$ cat src/rtl/muldiv_unit.sv
// Iterative MIPS multiply/divide unit with architectural HI/LO registers.
// MULT/MULTU use radix-2 shift-add; DIV/DIVU use restoring division on magnitudes, with signs fixed up at the end.
module muldiv_unit #(
  parameter int               WIDTH   = 32,
  parameter logic [WIDTH-1:0] DIV0_LO = {WIDTH{1'b1}}
) (
  input  logic             clk,
  input  logic             resetn,
  input  logic             start,
  input  logic [1:0]       op,
  input  logic [WIDTH-1:0] opa,
  input  logic [WIDTH-1:0] opb,
  input  logic             cancel,
  input  logic             mthi,
  input  logic             mtlo,
  output logic             busy,
  output logic             done,
  output logic [WIDTH-1:0] hi,
  output logic [WIDTH-1:0] lo
);

  localparam int CNT_W = $clog2(WIDTH) + 1;

  typedef enum logic [1:0] {IDLE, CALC, FIX} state_e;

  state_e               state_q, state_d;
  logic [CNT_W-1:0]     cnt_q, cnt_d;
  logic [2*WIDTH-1:0]   acc_q, acc_d;
  logic [WIDTH-1:0]     b_q, b_d;
  logic                 is_div_q, is_div_d;
  logic                 div0_q, div0_d;
  logic                 neg_res_q, neg_res_d;
  logic                 neg_rem_q, neg_rem_d;
  logic [WIDTH-1:0]     hi_q, hi_d;
  logic [WIDTH-1:0]     lo_q, lo_d;
  logic                 done_q, done_d;

  logic                 signed_op;
  logic [WIDTH-1:0]     a_mag, b_mag;
  logic [WIDTH:0]       mul_sum;
  logic [2*WIDTH-1:0]   mul_next, div_next;
  logic [WIDTH:0]       rem_shift;
  logic [WIDTH-1:0]     rem_sub;
  logic [2*WIDTH-1:0]   prod_fix;
  logic [WIDTH-1:0]     quot_fix, rem_fix;

  // Upper half of acc is the running product or partial remainder.
  // Lower half is the multiplier or the dividend/quotient.
  always_comb begin
    signed_op = ~op[0];
    a_mag     = (signed_op && opa[WIDTH-1]) ? (~opa + 1'b1) : opa;
    b_mag     = (signed_op && opb[WIDTH-1]) ? (~opb + 1'b1) : opb;

    mul_sum   = {1'b0, acc_q[2*WIDTH-1:WIDTH]} + (acc_q[0] ? {1'b0, b_q} : '0);
    mul_next  = {mul_sum, acc_q[WIDTH-1:1]};

    // The partial remainder needs WIDTH+1 bits only until it has been compared against the divisor.
    rem_shift = {acc_q[2*WIDTH-1:WIDTH], acc_q[WIDTH-1]};
    rem_sub   = rem_shift[WIDTH-1:0] - b_q;
    div_next  = (rem_shift >= {1'b0, b_q})
              ? {rem_sub, acc_q[WIDTH-2:0], 1'b1}
              : {rem_shift[WIDTH-1:0], acc_q[WIDTH-2:0], 1'b0};

    prod_fix  = neg_res_q ? (~acc_q + 1'b1) : acc_q;
    quot_fix  = neg_res_q ? (~acc_q[WIDTH-1:0] + 1'b1) : acc_q[WIDTH-1:0];
    rem_fix   = neg_rem_q ? (~acc_q[2*WIDTH-1:WIDTH] + 1'b1) : acc_q[2*WIDTH-1:WIDTH];
  end

  // NOTE: every next-state signal gets its hold value first, so no path can infer a latch.
  always_comb begin
    state_d   = state_q;
    cnt_d     = cnt_q;
    acc_d     = acc_q;
    b_d       = b_q;
    is_div_d  = is_div_q;
    div0_d    = div0_q;
    neg_res_d = neg_res_q;
    neg_rem_d = neg_rem_q;
    hi_d      = hi_q;
    lo_d      = lo_q;
    done_d    = 1'b0;

    unique case (state_q)
      IDLE: begin
        if (start) begin
          is_div_d  = op[1];
          acc_d     = {{WIDTH{1'b0}}, a_mag};
          b_d       = b_mag;
          neg_res_d = signed_op & (opa[WIDTH-1] ^ opb[WIDTH-1]);
          neg_rem_d = signed_op & opa[WIDTH-1];
          cnt_d     = '0;
          if (op[1] && (opb == '0)) begin
            // Keep the raw dividend so that it can be returned in HI.
            div0_d  = 1'b1;
            acc_d   = {{WIDTH{1'b0}}, opa};
            state_d = FIX;
          end else begin
            div0_d  = 1'b0;
            state_d = CALC;
          end
        end else begin
          if (mthi) hi_d = opa;
          if (mtlo) lo_d = opa;
        end
      end
      CALC: begin
        if (cancel) begin
          state_d = IDLE;
          cnt_d   = '0;
        end else begin
          acc_d = is_div_q ? div_next : mul_next;
          if (cnt_q == CNT_W'(WIDTH - 1)) begin
            cnt_d   = '0;
            state_d = FIX;
          end else begin
            cnt_d = cnt_q + CNT_W'(1);
          end
        end
      end
      FIX: begin
        state_d = IDLE;
        if (!cancel) begin
          done_d = 1'b1;
          if (div0_q) begin
            hi_d = acc_q[WIDTH-1:0];
            lo_d = DIV0_LO;
          end else if (is_div_q) begin
            hi_d = rem_fix;
            lo_d = quot_fix;
          end else begin
            hi_d = prod_fix[2*WIDTH-1:WIDTH];
            lo_d = prod_fix[WIDTH-1:0];
          end
        end
      end
      default: state_d = IDLE;
    endcase
  end

  // NOTE: state registers use non-blocking assignments so every flop samples pre-edge values.
  always_ff @(posedge clk or posedge resetn) begin
    if (resetn) begin
      state_q   <= IDLE;
      cnt_q     <= '0;
      acc_q     <= '0;
      b_q       <= '0;
      is_div_q  <= 1'b0;
      div0_q    <= 1'b0;
      neg_res_q <= 1'b0;
      neg_rem_q <= 1'b0;
      hi_q      <= '0;
      lo_q      <= '0;
      done_q    <= 1'b0;
    end else begin
      state_q   <= state_d;
      cnt_q     <= cnt_d;
      acc_q     <= acc_d;
      b_q       <= b_d;
      is_div_q  <= is_div_d;
      div0_q    <= div0_d;
      neg_res_q <= neg_res_d;
      neg_rem_q <= neg_rem_d;
      hi_q      <= hi_d;
      lo_q      <= lo_d;
      done_q    <= done_d;
    end
  end

  assign busy = (state_q != IDLE);
  assign done = done_q;
  assign hi   = hi_q;
  assign lo   = lo_q;

endmodule

$ cat config.mk
export PLATFORM = sky130hd
export DESIGN_NAME = muldiv_unit
export DESIGN_NICKNAME = d
export VERILOG_FILES = /design/src/rtl/muldiv_unit.sv
export SDC_FILE = /design/constraint.sdc
export NUM_CORES = 1
export LEC_CHECK = 0
export ABC_CLOCK_PERIOD_IN_PS = 8800
export BUFFER_PORTS_ARGS = -buffer_cell sky130_fd_sc_hd__buf_2
export CORE_UTILIZATION = 65
export DETAILED_ROUTE_END_ITERATION = 8
export GPL_TIMING_DRIVEN = 0
export PLACE_DENSITY = 0.86
export SYNTH_ARGS = -nofsm -noshare
export SYNTH_HDL_FRONTEND = slang
export SYNTH_SLANG_ARGS = --single-unit
$ cat constraint.sdc
create_clock -name clk -period 8.8 [get_ports clk]
set_input_delay 0.44 -clock clk [delete_from_list [all_inputs] [get_ports clk]]
set_output_delay 0.44 -clock clk [all_outputs]
set_load 0.05 [all_outputs]
==> results_dict.tcl <==
set metrics [dict create \
    status "finished clean" \
    synth_seq_cells 173 \
    port_buffers 137 \
    timing.fmax_mhz 223 \
    ir_drop_v 0.000223 \
    num_io_pins 138 \
    grt_usage_pct 44.5 \
    worstMarginPinSlew_ps 1050 \
    critPathLaunchType "register" \
    ys_seq_area_share_pct 30.1 \
    path_depth 11 \
    path_delay_family "compound AO/OA/AOI/OAI gates" \
    reg2reg_depth 11 \
    yosys_most_used_dff "dfrtp_1" \
    fp.dieH_um 151 \
    layout_common_cells "o21ai_0 (249), nand2_1 (220), dfrtp_1 (173)" \
    gp_congestion 1.01 \
    cap_violations 0 \
    cpMostUsedCell "clkbuf_1" \
    worst-path-buf-inv 2 \
    period_minus_slack_ps 4480 \
    synthToLayoutAreaGrowth_pct 11.5 \
    crit_arrival_ps 4810 \
    antenna_found_initial 0 \
    cp_slowest_stage_delay_ps 600 \
    timing.final.crit_share_pct 50.9 \
    hold_viol 0 \
    initial_core_util_pct 66.2 \
    slew_headroom_pct 30.2 \
    cts-buffers-inserted 17 \
    synthAdderAreaFrac_pct 6.27 \
    synth_top_family_by_area "compound AO/OA/AOI/OAI gates" \
    drtAntennaViolNets 0 \
    drive_above_1_share_pct 9.73 \
    synth_nets 1998 \
    timing.rr.start "acc_q[32]" \
    synth_mux_area_share_pct 3.34 \
    fin_setup_tns_ps 0 \
    clk_pin_slew_ps 80 \
    rsz0062_at_grt "false" \
    power_frac_clock_pct 11.0 \
    h-tree-depth 4 \
    dp_hpwl_um 38800 \
    hold_buffers 0 \
    cts_tree "yes" \
    drv_slew 0 \
    drt_iter0_drc 1711 \
    fin_skew_ps 12.7 \
    hold-worst-slack_ps 24.6 \
    yosysWarnings 0 \
    design.die.area_mm2 0.0227 \
    synth.cell_area_mm2 0.0144 \
    cts_setup_buffers 0 \
    drtPass1Iterations 9 \
    synth.avg_cell_area_um2 7.76 \
    grt_pass1_wl_um 76500 \
    synth_edf_count 0 \
    setup_viol 0 \
    drt-vias-per-instance 6.69 \
    cp_max_fo 10 \
    cts_buffer_depth 2 \
    comb_power_share_pct 67.0 \
    vias 15400 \
    startpoint "acc_q[32]" \
    placed_cells 2273 \
    required_ps 9130 \
    die_w_um 151 \
    p_switching_mw 3.81 \
    slowest_stage "dfrtp_1" \
    rows 54 \
    cts_sinks 173 \
    synth_cell_types 70 \
    synth_xor_area_share_pct 10.6 \
    p_per_area_mw_per_mm2 427 \
    final_cells 2304 \
    final_common_cell "o21ai_0" \
    syn-instance-count 1855 \
    p_seq_share_pct 22.0 \
    path_class "reg2reg" \
    synth-simple-area-share_pct 18.7 \
    drc 0 \
    n_fill_cell 1781 \
    p_leak_nw 7.03 \
    hp-class "in2async" \
    internal_power_mw 3.04 \
    root_buffer "clkbuf_16" \
    overflow 0 \
    clk_latency_ps 450 \
    nNetsFinal 2155 \
    sw_frac_of_total_pct 55.6 \
    cp_cell_sequence "ha_1, nor2b_1, o31a_1, o21a_1, o2111ai_1, nand2_1, a211oi_1, clkbuf_1, clkbuf_1, a21oi_1, a221oi_1" \
    core_area_mm2 0.0218 \
    cp-end-kind "register" \
    synth-compound-area-share_pct 26.1 \
    antenna_cells 0 \
    grt_pass1_vias 14300 \
    routedWlPerCell_um 21.9 \
    grt_max_degree 97 \
    cts_resized 0 \
    total_power_mw 6.85 \
    routed_wl_um 50500 \
    async_flop_share_pct 100 \
]
-- cell type report --
cell class / instances / area [um^2] / share of cell area [%]
Tap cell: 280 / 350 / 2.18
Buffer: 119 / 472 / 2.94
Timing Repair Buffer: 138 / 713 / 4.44
Inverter: 63 / 244 / 1.52
Sequential cell: 173 / 4330 / 27.0
Clock inverter: 14 / 154 / 0.959
Clock buffer: 17 / 425 / 2.65
Multi-Input combinational cell: 1500 / 9360 / 58.3
-- worst paths after layout --
path / to / slack (ps)
setup / recovery: acc_q[60] / 4320
hold / removal: lo[6] / 20
setup reg to reg: acc_q[60] / 4320
hold reg to reg: lo[24] / 470
max in group asynchronous: acc_q[54] / 7890
min in group clk: b_q[1] / 290
-- sequential cells by signal, summed over array words and instances, names as in the netlist --
signal	flops
acc_q	64
b_q	32
hi	32
lo	32
cnt_q	6
state_q	2
div0_q	1
done	1
is_div_q	1
neg_rem_q	1
neg_res_q	1
-- Yosys cell counts, types with 9 or more instances --
cell | number | area [um^2]
buf_1 | 9 | 33.8
and3_1 | 18 | 113
nand4_1 | 9 | 56.3
o21a_1 | 10 | 75.1
a211oi_1 | 17 | 128
o31ai_1 | 23 | 173
a21oi_1 | 156 | 781
o22ai_1 | 34 | 213
a21o_1 | 27 | 203
nand2b_1 | 23 | 144
nand3_1 | 42 | 210
xor2_1 | 67 | 587
clkbuf_1 | 105 | 394
o211ai_1 | 23 | 173
nor2b_1 | 15 | 93.8
a31oi_1 | 19 | 119
or2_2 | 10 | 62.6
or4_1 | 10 | 75.1
mux2i_1 | 48 | 480
dfrtp_1 | 173 | 4330
nor4_1 | 16 | 100
nor3_1 | 29 | 145
xnor2_1 | 107 | 937
o21ai_0 | 249 | 1250
o41ai_1 | 15 | 131
nand2_1 | 220 | 826
ha_1 | 69 | 863
nor2_1 | 135 | 507
inv_1 | 63 | 236
or3_1 | 19 | 119
-- kinds of logic (layout without fill, tap and decap cells) --
family,after synthesis,count (layout)
adder cells (fa/ha/maj),71,71
buffers and inverters,182,351
flip-flops,173,173
AO/OA/AOI/OAI,632,632
multiplexers,48,48
XOR/XNOR,174,174
AND/OR/NAND/NOR,575,575
-- per-stage QoR --
stage          setup WS (ps)  area [um^2]  utilization [%]
6_report                4320        16000             73.8
5_1_grt                 4230        16000             73.8
4_1_cts                 4520        16000             73.8
3_5_place_dp            4550        15500             71.1
3_3_place_gp            1820        15400             70.9
2_1_floorplan           3670        14400                -
-- metal layers --
layer  up-vias  wire (um)  share of wire (%)  global-route usage [%]
met3       253       5140                 10                    9.25
met2      1007      23600                 47                    73.9
li1       6970          -                  -                       -
met5         -          0                  0                       0
met1      7186      18200                 36                    51.8
met4         0       3520                7.0                    29.4
-- power by group through the flow --
stage	registers [mW]	clock network, mW	logic (mW)
after floorplan	1.92	0	2.79
after global placement	1.48	0	4.34
after detailed placement	1.50	0	4.44
after CTS	1.48	0.743	4.47
after global routing	1.55	0.775	4.94
final	1.50	0.756	4.59
Power figures use the tool's default switching activity.
